--- src/rtl/cpu_clk_ctrl.sv ---
// Run/step controller for the CPU clock enable: converts divider strobes or a
// debounced step button into single-cycle cpu_en pulses and counts them.
module cpu_clk_ctrl #(
    parameter int DEB_TICKS = 20,
    parameter int CNT_W     = 32
) (
    input  logic             CLK,
    input  logic             RST,
    input  logic             tick_fast,
    input  logic             tick_slow,
    input  logic [1:0]       mode,
    input  logic             step_btn,
    input  logic             halt_req,
    input  logic             clr_cnt,
    output logic             cpu_en,
    output logic [2:0]       state_o,
    output logic [CNT_W-1:0] cycle_cnt
);

    localparam int DW = (DEB_TICKS > 1) ? $clog2(DEB_TICKS) : 1;
    localparam logic [DW-1:0]    DEB_LAST = DW'(DEB_TICKS - 1);
    localparam logic [CNT_W-1:0] CNT_MAX  = {CNT_W{1'b1}};

    typedef enum logic [2:0] {
        IDLE   = 3'd0,
        STEP   = 3'd1,
        RUN_S  = 3'd2,
        RUN_F  = 3'd3,
        HALTED = 3'd4
    } state_t;

    state_t        state;
    state_t        mode_state;
    logic          sync_a;
    logic          sync_b;
    logic [DW-1:0] deb_cnt;
    logic          deb_lvl;
    logic          deb_lvl_q;
    logic          step_pulse;

    // Button synchroniser and tick-sampled debouncer; the level only flips after
    // DEB_TICKS consecutive tick samples disagree with it.
    always_ff @(posedge CLK) begin
        if (RST) begin
            sync_a    <= 1'b0;
            sync_b    <= 1'b0;
            deb_cnt   <= {DW{1'b0}};
            deb_lvl   <= 1'b0;
            deb_lvl_q <= 1'b0;
        end else begin
            sync_a    <= step_btn;
            sync_b    <= sync_a;
            deb_lvl_q <= deb_lvl;
            if (tick_fast) begin
                if (sync_b == deb_lvl) begin
                    deb_cnt <= {DW{1'b0}};
                end else if (deb_cnt == DEB_LAST) begin
                    deb_lvl <= ~deb_lvl;
                    deb_cnt <= {DW{1'b0}};
                end else begin
                    deb_cnt <= deb_cnt + DW'(1);
                end
            end
        end
    end

    assign step_pulse = deb_lvl & ~deb_lvl_q;

    // Mode select decode used by every non-halted state.
    always_comb begin
        mode_state = IDLE;
        case (mode)
            2'b00:   mode_state = IDLE;
            2'b01:   mode_state = STEP;
            2'b10:   mode_state = RUN_S;
            2'b11:   mode_state = RUN_F;
            default: mode_state = IDLE;
        endcase
    end

    // Run/step FSM with registered enable; the pulse qualifier uses the current state.
    always_ff @(posedge CLK) begin
        if (RST) begin
            state  <= IDLE;
            cpu_en <= 1'b0;
        end else begin
            case (state)
                IDLE:               state <= mode_state;
                STEP, RUN_S, RUN_F: state <= halt_req ? HALTED : mode_state;
                HALTED:             state <= (mode == 2'b00) ? IDLE : HALTED;
                default:            state <= IDLE;
            endcase
            case (state)
                RUN_F:   cpu_en <= tick_fast  & ~halt_req;
                RUN_S:   cpu_en <= tick_slow  & ~halt_req;
                STEP:    cpu_en <= step_pulse & ~halt_req;
                default: cpu_en <= 1'b0;
            endcase
        end
    end

    assign state_o = state;

    // Saturating cycle counter; a clear beats a coincident increment.
    always_ff @(posedge CLK) begin
        if (RST) begin
            cycle_cnt <= {CNT_W{1'b0}};
        end else if (clr_cnt) begin
            cycle_cnt <= {CNT_W{1'b0}};
        end else if (cpu_en && (cycle_cnt != CNT_MAX)) begin
            cycle_cnt <= cycle_cnt + CNT_W'(1);
        end else begin
            cycle_cnt <= cycle_cnt;
        end
    end

endmodule

--- config.mk ---
export PLATFORM = sky130hd
export DESIGN_NAME = cpu_clk_ctrl
export DESIGN_NICKNAME = d
export VERILOG_FILES = /design/src/rtl/cpu_clk_ctrl.sv
export SDC_FILE = /design/constraint.sdc
export NUM_CORES = 1
export LEC_CHECK = 0
export ABC_CLOCK_PERIOD_IN_PS = 2600
export CAP_MARGIN = 20
export CORE_MARGIN = 2
export CORE_UTILIZATION = 51
export DETAILED_ROUTE_END_ITERATION = 8
export GPL_TIMING_DRIVEN = 0
export PLACE_DENSITY = 0.82
export SYNTH_ARGS = -nofsm -noshare
export SYNTH_HDL_FRONTEND = slang
export SYNTH_SLANG_ARGS = --single-unit
--- constraint.sdc ---
create_clock -name CLK -period 2.6 [get_ports CLK]
set_input_delay 0.52 -clock CLK [delete_from_list [all_inputs] [get_ports CLK]]
set_output_delay 0.52 -clock CLK [all_outputs]
set_load 0.01 [all_outputs]
# --- Word-level counts from Yosys, hierarchy flattened ---
# Cells that the tools add are included.
word_totals:
  ff_bits: 45
classes:
  n_eq_ne: 10
  bitwise_logic: 8
  n_mux: 7
  n_reduce_logical: 6
  add_sub_neg: 2
op_table:
  columns: ["operator", "n"]
  rows:
  - ["adder 32 x 1 -> 32 bit, second input constant", 1]
  - ["!= test 32 bit, second input constant", 1]
  - ["one-hot mux 3 bit (4 select lines)", 1]
  - ["2-to-1 mux 5 bit", 2]
  - ["one-hot mux 3 bit (3 select lines)", 1]
  - ["equality test 3 x 2 -> 1 bit, second input constant", 2]
  - ["2-to-1 mux 3 bit", 2]
  - ["adder 5 x 1 -> 5 bit, second input constant", 1]
  - ["equality test 5 bit, second input constant", 1]
  - ["bitwise AND 1 bit", 4]
  - ["equality test 2 bit, second input constant", 2]
  - ["NOT 1 bit", 4]
  - ["equality test 3 x 1 -> 1 bit, second input constant", 1]
  - ["equality test 3 bit, second input constant", 1]
  - ["zero test 3 bit", 1]
  - ["one-hot mux 1 bit (3 select lines)", 1]
  - ["AND reduction 3 bit", 1]
  - ["OR reduction 3 bit", 1]
  - ["equality test 2 x 1 -> 1 bit, second input constant", 1]
  - ["zero test 2 bit", 1]
  - ["OR reduction 2 bit", 1]
  - ["equality test 1 bit", 1]
  - ["logical AND 1 bit", 1]

# --- Depth between registers and ports, before layout ---
# Gate-level depths: netlist of run 1.
depth:
  ltp_word: 4
  mapped_depth: 9
  mapped_depth_nobuf: 6

# --- Least setup slack after synthesis of run 1 ---
# No wires, ideal clock.
synth_timing:
  path_type: "register to register"
  startpoint: "register cycle_cnt[0]"
  endpoint: "register cycle_cnt[17]"
  synth_period_minus_slack_ns: 2.102
  setup_ns: 0.070
  path_stages_with_launch: 9
  path_slack_ns: 0.498
  t_arrival_ns: 2.031
  cell_sequence: "dfxtp_1 -> ha_1 -> and4_1 -> and4_4 -> buf_6 -> a21o_4 -> buf_6 -> or4_1 -> a21oi_1"
synth_via:
  elab_chain_len: 2
  word_cells_on_any_way: 3
  cone_classes: "add/sub: 1; eq/ne: 1; reduce/logical: 1"
synth_rtl:
  columns: ["item", "line", "text"]
  rows:
  - ["from (decl)", "17", "output logic [CNT_W-1:0] cycle_cnt"]
  - ["from (signal assigned)", "107", "cycle_cnt <= {CNT_W{1'b0}};"]
  - ["from (signal assigned)", "109", "cycle_cnt <= {CNT_W{1'b0}};"]
  - ["from (signal assigned)", "111", "cycle_cnt <= cycle_cnt + CNT_W'(1);"]
  - ["branches (longest 2 deep; another with adder 32 x 1 -> 32 bit)", null, null]
# Parallel ways; which one is timed is not known.
# A chain may end at the register's enable or synchronous reset.

# --- Worst setup path after layout of run 1 ---
# Ends and elaborated chain as after synthesis.

==> reports/qor.txt, run 1 <==
=====================================================================================
Outcome                                                                     completed
Post-CTS resize count                                                               0
Maximum number of pins on one net before global-route repair                       14
Worst-path clk slew                                                           0.08 ns
Most frequent standard cell in the layout excluding fill and tap cells        dfxtp_1
Total power per unit cell area                                           411.2 mW/mm²
Total track usage                                                              0.2130
Placement Rows                                                                     24
Proportion of power drawn by combinational gates                                0.054
Power dissipated by switching net loads                                      258.8 µW
Worst Clk Skew                                                             0.01171 ns
Endpoints failing setup                                                             0
Worst path buffer plus inverter count                                               2
ANT nets after route                                                                0
Setup_tns                                                                        0 ns
Gate count after technology mapping                                               264
Final Worst Setup Slack                                                     0.3863 ns
Post-synth ARST share                                                               0
Min cycle time layout                                                        2.214 ns
Number of DRC violations after detailed routing                                     0
CORE AREA                                                                0.004324 mm²
Kind of start point of the critical path                                     register
Number of antenna violations at the first check in global routing                   0
Reported max-cap violation count                                                    0
Hold buffers post-CTS                                                               0
Later-pin clock latency in the skew report                                    0.29 ns
Data arrival, critical path                                                   2.44 ns
Number of synthesized register bits                                                45
Internal Power                                                               908.5 µW
Number of hold-slack violations in the final timing report                          0
P&R area growth vs syn                                                         25.57%
Netlist Area Pre-Place                                                   0.002261 mm²
Delay contributed by the slowest stage of the critical path                   0.46 ns
Setup CP Type                                                            register to register
Sequential fraction of the synthesis area                                      0.3985
Unrepaired setup endpoints after global routing                                 false
Worst VDD drop                                                            0.0003960 V
Worst-path cell with the longest stage delay                                    or4_1
Detailed-routing iteration count for the pre-antenna-repair pass                    4
Slew at the pin closest to its max-slew limit                               0.5620 ns
Post-CTS setup buffers                                                              0
Die area                                                                 0.004982 mm²
DP Wirelength                                                                 3844 µm
Clock sink count                                                                   45
Share of power burned in registers                                              0.599
CP Cell Sequence                                                         ha_1, and4_1, and4_4, buf_6, a21o_4, buf_6, or4_1, a21oi_1
Total wire length after detailed routing                                      5289 µm
Die height                                                                   70.58 µm
Initial DRC count                                                                 132
Family with the most delay on the worst path                             simple AND/OR/NAND/NOR gates
Share of total power consumed by net switching                                 0.2217
Maximum buffer depth of the clock tree                                              2
Net count of the finished layout                                                  325
Netlist cell types                                                                 47
Layout cell share with drive strength beyond 1                                0.06667
Most frequent cells in the layout                                        45 x dfxtp_1, 43 x clkdlybuf4s50_1, 27 x nand2_1, 22 x nor2_1, 21 x a21oi_1
Worst slew margin                                                              0.6253
Total via count in the routed design                                             2175
Drt wl/cell                                                                  14.41 µm
Mean area per synthesized cell                                              8.564 µm²
Worst path required time                                                      2.83 ns
Max Slew Vio Count                                                                  0
Number of buffers inserted by port buffering                                       43
CTS Buf Count                                                                       5
Static leakage power                                                     0.0009212 µW
Cell with the most instances on the worst path                                  buf_6
Maximum clock rate                                                          451.7 MHz
Count of flip-flops with a built-in enable after synthesis                          0
Per-cell via count in the routed design                                         5.926
Syn nets                                                                          275
DIE WIDTH                                                                    70.58 µm
Effective utilization at floorplan                                             0.5229
Clock tree root buffer cell                                                  clkbuf_8
Via count of the first global-routing pass                                       1878
I/O Pins                                                                           45
Relative contribution of the clock network to total power                       0.347
Share of the clock period used by the worst path after layout                  0.8514
Type of element capturing the critical path                                  register
TritonCTS clock tree                                                             done
Prevailing post-synth register cell                                           dfxtp_1
Antenna diodes                                                                      0
CP max FO                                                                          10
Yosys Warn Count                                                                    0
Wire length of the first global-routing pass                                  8562 µm
H-tree levels                                                                       2
Post-Place Worst Slack                                                      0.2127 ns
Routability cong.                                                              0.9080
GR Overflow Total                                                                   0
Class of the most critical hold timing path                              register to register
=====================================================================================
synthesized netlist by cell type, types with 7 or more instances:
master	count	area (µm²)
clkbuf_1	8	30.03
a21oi_1	21	105.1
xnor2_1	10	87.58
nor2_1	22	82.58
or4_1	9	67.56
o21ai_0	7	35.03
dfxtp_1	45	900.9
inv_1	10	37.54
nand2_1	27	101.4
nand3_1	10	50.05
or3_1	10	62.56
nand4_1	9	56.30
worst paths after layout:
kind / slack (ns) / from / cells after the start / endpoint
worst max-delay path: 0.39 / cycle_cnt[0]$_SDFFE_PP0P_ / 8 / cycle_cnt[17]$_SDFFE_PP0P_
worst min-delay path: 0.44 / sync_a$_SDFF_PP0_ / 1 / sync_b$_SDFF_PP0_
worst max register to register: 0.39 / cycle_cnt[0]$_SDFFE_PP0P_ / 8 / cycle_cnt[17]$_SDFFE_PP0P_
worst min register to register: 0.44 / sync_a$_SDFF_PP0_ / 1 / sync_b$_SDFF_PP0_
final cells by class:
type / instances / area, µm²
tap: 52 / 65.06
buffer: 12 / 71.32
fill: 384 / 1485
multi-input combinational: 197 / 1251
clock inverter: 2 / 10.01
inverter: 10 / 37.54
clock buffer: 6 / 72.57
sequential: 45 / 900.9
timing repair buffer: 43 / 430.4
cell families after synthesis:
group                    after synthesis  synth area share
adder cells (fa/ha/maj)                2           0.01107
AND/OR/NAND/NOR                      122            0.3154
multiplexers                           2          0.008855
XOR/XNOR                              11           0.04261
flip-flops                            45            0.3984
AO/OA/AOI/OAI                         60            0.1754
buffers and inverters                 22           0.04815
layer usage:
layer	vias to the layer above	part of all wire	wire [µm]	track usage
li1	1081	-	-	-
met1	1027	0.45	2402	0.2772
met2	63	0.47	2507	0.3543
met3	4	0.065	342	0.04843
met4	0	0.0070	37	0.06709
met5	-	0	0	0
power groups by stage:
stage          sequential (µW)  clock, µW  combinational (µW)
2_1_floorplan              716          0                31.6
3_3_place_gp               715          0                62.3
3_5_place_dp               715          0                63.5
4_1_cts                    699        416                63.6
5_1_grt                    700        443                69.5
6_report                   699        405                63.5
worst reg2reg max path: cells and delay by family (launching register included):
family                   cells  cell delay (ns)
AND/OR/NAND/NOR              3             0.90
AO/OA/AOI/OAI                2             0.38
flip-flops                   1             0.35
buffers and inverters        2             0.26
adder cells (fa/ha/maj)      1             0.25
state kept, by name, summed over array words and instances, names as in the netlist:
name / cells
deb_cnt: 5
sync_b: 1
deb_lvl_q: 1
sync_a: 1
state_o: 3
cycle_cnt: 32
deb_lvl: 1
cpu_en: 1
metrics by stage:
stage	cell area, µm²	utilization	total power [µW]	std cells	hold WS, ns
2_1_floorplan	2261	-	747.4	264	0.4138
3_3_place_gp	2756	0.6374	777.4	359	0.4160
3_5_place_dp	2756	0.6374	778.6	359	0.4323
4_1_cts	2839	0.6565	1178	367	0.4462
5_1_grt	2839	0.6565	1212	367	0.4631
6_report	2839	0.6565	1167	367	0.4436
Power figures use the tool's default switching activity.
==> run 2: changes to the inputs <==
--- a/config.mk
+++ b/config.mk
@@ -8,10 +8,12 @@
 export ABC_CLOCK_PERIOD_IN_PS = 2600
 export CAP_MARGIN = 20
 export CORE_MARGIN = 2
-export CORE_UTILIZATION = 51
+export CORE_UTILIZATION = 39
 export DETAILED_ROUTE_END_ITERATION = 8
+export GPL_ROUTABILITY_DRIVEN = 1
 export GPL_TIMING_DRIVEN = 0
-export PLACE_DENSITY = 0.82
+export PLACE_DENSITY = 0.66
+export SKIP_CTS_REPAIR_TIMING = 1
 export SYNTH_ARGS = -nofsm -noshare
 export SYNTH_HDL_FRONTEND = slang
 export SYNTH_SLANG_ARGS = --single-unit
==> run 2 against run 1 <==
  * Non-clock buffer count unchanged
  * Sequential power about the same
  * Count of clock-buffer cells in the layout grew 2
  * Critical path depth did not move
  * Register-to-register slack barely moved
  * Wire length increased by 5.8%
  * Via count fell by 1.8%
  * Worst setup slack better by 0.0025 ns
  * Flip-flop and latch count did not move
  * Critical path type unchanged
  * Largest power group unchanged
==> reports/qor.txt, run 2 (synthesis results as in run 1) <==
=====================================================================================
Outcome                                                                     completed
Antenna diodes                                                                      0   unchanged
Post-Place Worst Slack                                                      0.1905 ns   -0.02222 ns
CORE AREA                                                                0.005540 mm²   +28%
Total via count in the routed design                                             2135   -1.8%
Worst-path clk slew                                                           0.08 ns   about the same
DIE WIDTH                                                                    80.14 µm   +14%
Number of hold-slack violations in the final timing report                          0   unchanged
P&R area growth vs syn                                                         26.56%
Endpoints failing setup                                                             0   unchanged
Layout cell share with drive strength beyond 1                                0.06032   -0.006349
Via count of the first global-routing pass                                       1988   +5.9%
Number of DRC violations after detailed routing                                     0   unchanged
Setup CP Type                                                            register to register
DP Wirelength                                                                 4064 µm   +5.7%
Relative contribution of the clock network to total power                       0.355   +0.008
Total power per unit cell area                                           413.1 mW/mm²   +0.46%
ANT nets after route                                                                0   unchanged
Final Worst Setup Slack                                                     0.3888 ns   +0.002526 ns
Register containing the most flip-flops in the final layout                 cycle_cnt
Per-cell via count in the routed design                                         5.517   -6.9%
Setup_tns                                                                        0 ns   unchanged
Most frequent cells in the layout                                        45 x dfxtp_1, 43 x clkdlybuf4s50_1, 27 x nand2_1, 22 x nor2_1, 21 x a21oi_1
I/O Pins                                                                           45   unchanged
Net count of the finished layout                                                  325   unchanged
Initial DRC count                                                                  86   -35%
Worst path buffer plus inverter count                                               2   unchanged
Slew at the pin closest to its max-slew limit                               0.5413 ns   -0.02079 ns
Total wire length after detailed routing                                      5596 µm   +5.8%
Worst hold stages                                                                   1   unchanged
Core utilization of the finished layout                                        0.5165   -0.1401
CP Cell Sequence                                                         ha_1, and4_1, and4_4, buf_6, a21o_4, buf_6, or4_1, a21oi_1
Max Slew Vio Count                                                                  0   unchanged
Min cycle time layout                                                        2.211 ns   -0.002526 ns
Worst-path cell with the longest stage delay                                    or4_1
GR Overflow Total                                                                   0   unchanged
Share of power burned in registers                                              0.591   -0.008
Later-pin clock latency in the skew report                                    0.30 ns   about the same
CP max FO                                                                          10   unchanged
Type of element capturing the critical path                                  register
Worst slew margin                                                              0.6392   +0.01386
Number of antenna violations at the first check in global routing                   0   unchanged
Share of total power consumed by net switching                                 0.2271   +0.005430
Proportion of power drawn by combinational gates                                0.054   about the same
Class of the most critical hold timing path                              register to register
Number of buffers inserted by port buffering                                       43   unchanged
TritonCTS clock tree                                                             done
H-tree levels                                                                       2   unchanged
Die height                                                                   80.14 µm   +14%
Finished Layout Cells                                                             387   +5.4%
Internal Power                                                               913.5 µW   +0.55%
Drt wl/cell                                                                  14.46 µm   +0.34%
Final design area excluding fillers                                      0.002861 mm²   +0.79%
Die area                                                                 0.006422 mm²   +29%
Delay contributed by the slowest stage of the critical path                   0.46 ns   about the same
Worst Clk Skew                                                            0.008297 ns   -0.003412 ns
Routability cong.                                                              0.8140   -10%
Kind of start point of the critical path                                     register
Total number of cells along the worst setup path                                    8   unchanged
Clock sink count                                                                   45   unchanged
Post-placement cell area                                                 0.002781 mm²   +0.91%
Wire length of the first global-routing pass                                  9301 µm   +8.6%
Max reg flops                                                                      32   unchanged
Share of the clock period used by the worst path after layout                  0.8505   -0.0009715
Family with the most delay on the worst path                             simple AND/OR/NAND/NOR gates
Static leakage power                                                     0.0009158 µW   -0.59%
Worst path required time                                                      2.84 ns   about the same
Maximum number of pins on one net before global-route repair                       13   -1
Most frequent standard cell in the layout excluding fill and tap cells        dfxtp_1
Reported max-cap violation count                                                    0   unchanged
Cell with the most instances on the worst path                                  buf_6
Maximum buffer depth of the clock tree                                              2   unchanged
Placement Rows                                                                     27   +13%
Worst VDD drop                                                            0.0002550 V   -36%
Unrepaired setup endpoints after global routing                                 false
Effective utilization at floorplan                                             0.4081   -0.1148
Total track usage                                                              0.1852   -0.02781
CTS Buf Count                                                                       5   unchanged
Fill cell count                                                                   554   +44%
Maximum clock rate                                                          452.2 MHz   +0.11%
Detailed-routing iteration count for the pre-antenna-repair pass                    4   unchanged
Power dissipated by switching net loads                                      268.4 µW   +3.7%
Path depth of the worst reg2reg path                                                8   unchanged
Total placed cells including tap cells                                            379   +5.6%
Clock tree root buffer cell                                                  clkbuf_8
Data arrival, critical path                                                   2.45 ns   about the same
=====================================================================================
-- run 2: changes by cell type in the layout (fill, tap and decap cells not counted), sizes merged --
cell	before	now
clkbuf	14	16
clkinv	2	0
-- run 2: cell type report --
class / count / area, µm² / area share
Multi-Input combinational cell: 197 / 1251 / 0.4373
Sequential cell: 45 / 900.9 / 0.3148
Inverter: 10 / 37.54 / 0.01312
Tap cell: 72 / 90.09 / 0.03148
Buffer: 12 / 71.32 / 0.02492
Timing Repair Buffer: 43 / 430.4 / 0.1504
Clock buffer: 8 / 80.08 / 0.02798
-- run 2: path summary, 6_finish.rpt --
check	from	to	slack, ns
worst max register to register	cycle_cnt[0]$_SDFFE_PP0P_	cycle_cnt[17]$_SDFFE_PP0P_	0.39
worst max-delay path	cycle_cnt[0]$_SDFFE_PP0P_	cycle_cnt[17]$_SDFFE_PP0P_	0.39
worst min register to register	sync_a$_SDFF_PP0_	sync_b$_SDFF_PP0_	0.45
worst min-delay path	sync_a$_SDFF_PP0_	sync_b$_SDFF_PP0_	0.45
-- run 2: power by group through the flow --
| stage | combinational, µW | sequential [µW] | clock, µW |
|---|---|---|---|
| after global routing | 70.7 | 700 | 457 |
| after detailed placement | 64.2 | 715 | 0 |
| after floorplan | 31.6 | 716 | 0 |
| final | 63.5 | 699 | 419 |
| after CTS | 64.4 | 699 | 430 |
| after global placement | 63.3 | 715 | 0 |
-- run 2: metal layers --
layer	GRT usage	part of all wire	up-vias
li1	-	-	1082
met5	0	0	-
met2	0.3050	0.47	50
met4	0.07288	0.019	0
met1	0.2292	0.46	993
met3	0.04944	0.052	10
-- run 2: through the flow --
stage               total power, µW  hold WS (ns)
CTS                            1193        0.4535
finish                         1182        0.4464
detailed placement            779.5        0.4309
floorplan                     747.4        0.4138
global placement              778.6        0.4151
global route                   1228        0.4628
==> run 3: changes to the inputs <==
--- a/config.mk
+++ b/config.mk
@@ -5,15 +5,16 @@
 export SDC_FILE = /design/constraint.sdc
 export NUM_CORES = 1
 export LEC_CHECK = 0
-export ABC_CLOCK_PERIOD_IN_PS = 2600
+export ABC_CLOCK_PERIOD_IN_PS = 2200
 export CAP_MARGIN = 20
 export CORE_MARGIN = 2
 export CORE_UTILIZATION = 39
 export DETAILED_ROUTE_END_ITERATION = 8
-export GPL_ROUTABILITY_DRIVEN = 1
+export GPL_ROUTABILITY_DRIVEN = 0
 export GPL_TIMING_DRIVEN = 0
 export PLACE_DENSITY = 0.66
 export SKIP_CTS_REPAIR_TIMING = 1
+export SLEW_MARGIN = 20
 export SYNTH_ARGS = -nofsm -noshare
 export SYNTH_HDL_FRONTEND = slang
 export SYNTH_SLANG_ARGS = --single-unit
==> constraint.sdc (replaced) <==
create_clock -name CLK -period 2.2 [get_ports CLK]
set_input_delay 0.44 -clock CLK [delete_from_list [all_inputs] [get_ports CLK]]
set_output_delay 0.44 -clock CLK [all_outputs]
set_load 0.01 [all_outputs]
==> run 3 against run 2 <==
  * First-iteration DRC count increased by 27%
  * Non-clock buffer count increased by 2
  * Flip-flop and latch count unchanged
  * Die area unchanged
  * Critical path depth unchanged
  * Cell count increased by 0.52%
  * Register-to-register slack got worse by 0.30 ns
  * Count of clock-buffer cells in the layout unchanged
  * Utilization increased by 0.97 points
  * Clock skew about the same
  * Wire length increased by 0.41%
  * Maximum frequency increased by 4.8%
  * Highest routed layer unchanged
==> reports/qor.txt, run 3 (synthesis results as in run 1) <==
================================================================================
I/O Pins                                                                      45   unchanged
Reported max-cap violation count                                               0   unchanged
Clock tree root buffer cell                                             clkbuf_8
Most frequent cells in the layout                                   43 x dfxtp_1, 43 x clkdlybuf4s50_1, 27 x nand2_1, 22 x nor2_1, 20 x a21oi_1
Number of antenna violations at the first check in global routing              0   unchanged
Internal Power                                                           1080 µW   +18%
Met1 global-route usage                                                   0.2292   unchanged
ANT nets after route                                                           0   unchanged
Post-placement cell area                                            0.002781 mm²   unchanged
Later-pin clock latency in the skew report                               0.30 ns   about the same
CTS Buf Count                                                                  5   unchanged
Data arrival, critical path                                              2.35 ns   -0.10 ns
Max reg flops                                                                 32   unchanged
Min cycle time layout                                                   2.111 ns   -0.1005 ns
GR Overflow Total                                                              0   unchanged
Worst slew margin                                                         0.6060   -0.03319
Register containing the most flip-flops in the final layout            cycle_cnt
Die area                                                            0.006422 mm²   unchanged
Met3 global-route usage                                                  0.04944   unchanged
TritonCTS clock tree                                                        done
Antenna diodes                                                                 0   unchanged
Maximum clock rate                                                     473.8 MHz   +4.8%
Slew at the pin closest to its max-slew limit                          0.5910 ns   +0.04979 ns
Share of power burned in registers                                         0.591   about the same
Unrepaired setup endpoints after global routing                            false
Layout cell share with drive strength beyond 1                           0.09464   +0.03432
Worst VDD drop                                                       0.0003000 V   +18%
Worst hold-check slack                                                 0.4487 ns   +0.002363 ns
Number of buffers inserted by port buffering                                  43   unchanged
Placement Rows                                                                27   unchanged
Initial DRC count                                                            109   +27%
Class of the most critical hold timing path                         register to register
Total via count in the routed design                                        2161   +1.2%
Maximum number of pins on one net before global-route repair                  13   unchanged
Proportion of power drawn by combinational gates                           0.054   about the same
Net count of the finished layout                                             327   +0.62%
Outcome                                                                completed
Static leakage power                                                0.0009439 µW   +3.1%
Worst Clk Skew                                                       0.007889 ns   -0.0004081 ns
Total track usage                                                         0.1852   unchanged
Number of hold-slack violations in the final timing report                     0   unchanged
Global route hottest layer                                                  met2
CORE AREA                                                           0.005540 mm²   unchanged
Via count of the first global-routing pass                                  1988   unchanged
Total wire length after detailed routing                                 5619 µm   +0.41%
Drt wl/cell                                                             14.44 µm   -0.11%
Kind of start point of the critical path                                register
Wire length of the first global-routing pass                             9301 µm   unchanged
Max Slew Vio Count                                                             0   unchanged
Overall power after layout                                               1397 µW   +18%
Type of element capturing the critical path                             register
Number of DRC violations after detailed routing                                0   unchanged
Maximum buffer depth of the clock tree                                         2   unchanged
Setup_tns                                                                   0 ns   unchanged
Met2 track utilization from global routing                                0.3050   unchanged
Clock sink count                                                              45   unchanged
Endpoints failing setup                                                        0   unchanged
H-tree levels                                                                  2   unchanged
Relative contribution of the clock network to total power                  0.355   about the same
Per-cell via count in the routed design                                    5.555   +0.70%
Final design area excluding fillers                                 0.002915 mm²   +1.9%
Total power per unit cell area                                      479.1 mW/mm²   +16%
Share of the clock period used by the worst path after layout             0.9594   +0.1090
P&R area growth vs syn                                                    28.94%
Power dissipated by switching net loads                                 317.1 µW   +18%
CP max FO                                                                     10   unchanged
Worst path required time                                                 2.44 ns   -0.40 ns
Detailed-routing iteration count for the pre-antenna-repair pass               4   unchanged
Effective utilization at floorplan                                        0.4081   unchanged
DP Wirelength                                                            4064 µm   unchanged
Worst-path clk slew                                                      0.08 ns   about the same
Setup CP Type                                                       register to register
Die height                                                              80.14 µm   unchanged
Share of total power consumed by net switching                            0.2270   about the same
DIE WIDTH                                                               80.14 µm   unchanged
================================================================================
[run 3: metal layers]
layer / share of wire / routed length [µm] / vias up
met5: 0 / 0 / -
met4: 0.025 / 140 / 0
met3: 0.049 / 276 / 15
met2: 0.46 / 2579 / 42
met1: 0.47 / 2622 / 1019
li1: - / - / 1085
[run 3: cell type report]
| type | count | area (µm²) |
|---|---|---|
| sequential | 45 | 903.4 |
| inverter | 10 | 37.54 |
| timing repair buffer | 45 | 445.4 |
| buffer | 12 | 72.57 |
| fill | 548 | 2625 |
| clock buffer | 8 | 80.08 |
| multi-input combinational | 197 | 1286 |
| tap | 72 | 90.09 |
[run 3: path summary, 6_finish.rpt]
path,cells past startpoint,slack (ns),endpoint,from
worst max register to register,8,0.09,cycle_cnt[17]$_SDFFE_PP0P_,cycle_cnt[0]$_SDFFE_PP0P_
worst min-delay path,1,0.45,sync_b$_SDFF_PP0_,sync_a$_SDFF_PP0_
worst max-delay path,8,0.09,cycle_cnt[17]$_SDFFE_PP0P_,cycle_cnt[0]$_SDFFE_PP0P_
worst min register to register,1,0.45,sync_b$_SDFF_PP0_,sync_a$_SDFF_PP0_
[run 3: critical path, stage by stage (launching register included)]
cell     delay [ns]
dfxtp_2        0.35
ha_2           0.21
and4_4         0.21
and4_4         0.16
buf_6          0.12
a21o_4         0.24
buf_6          0.15
or4_1          0.50
a21oi_2        0.12
[run 3: stage by stage]
stage | instances | setup WS [ns] | util
5_1_grt | 389 | 0.01044 | 0.5262
4_1_cts | 387 | -0.01879 | 0.5165
6_report | 389 | 0.08927 | 0.5262
3_5_place_dp | 379 | -0.1295 | 0.5020
3_3_place_gp | 379 | -0.1206 | 0.5020
2_1_floorplan | 264 | 0.09849 | -
[run 3: power groups by stage]
stage          logic [µW]  registers (µW)  clock network, µW
2_1_floorplan        37.4             846                  0
6_report             75.4             826                495
3_3_place_gp         74.9             845                  0
5_1_grt              83.8             828                541
3_5_place_dp         75.8             845                  0
4_1_cts              76.1             826                508
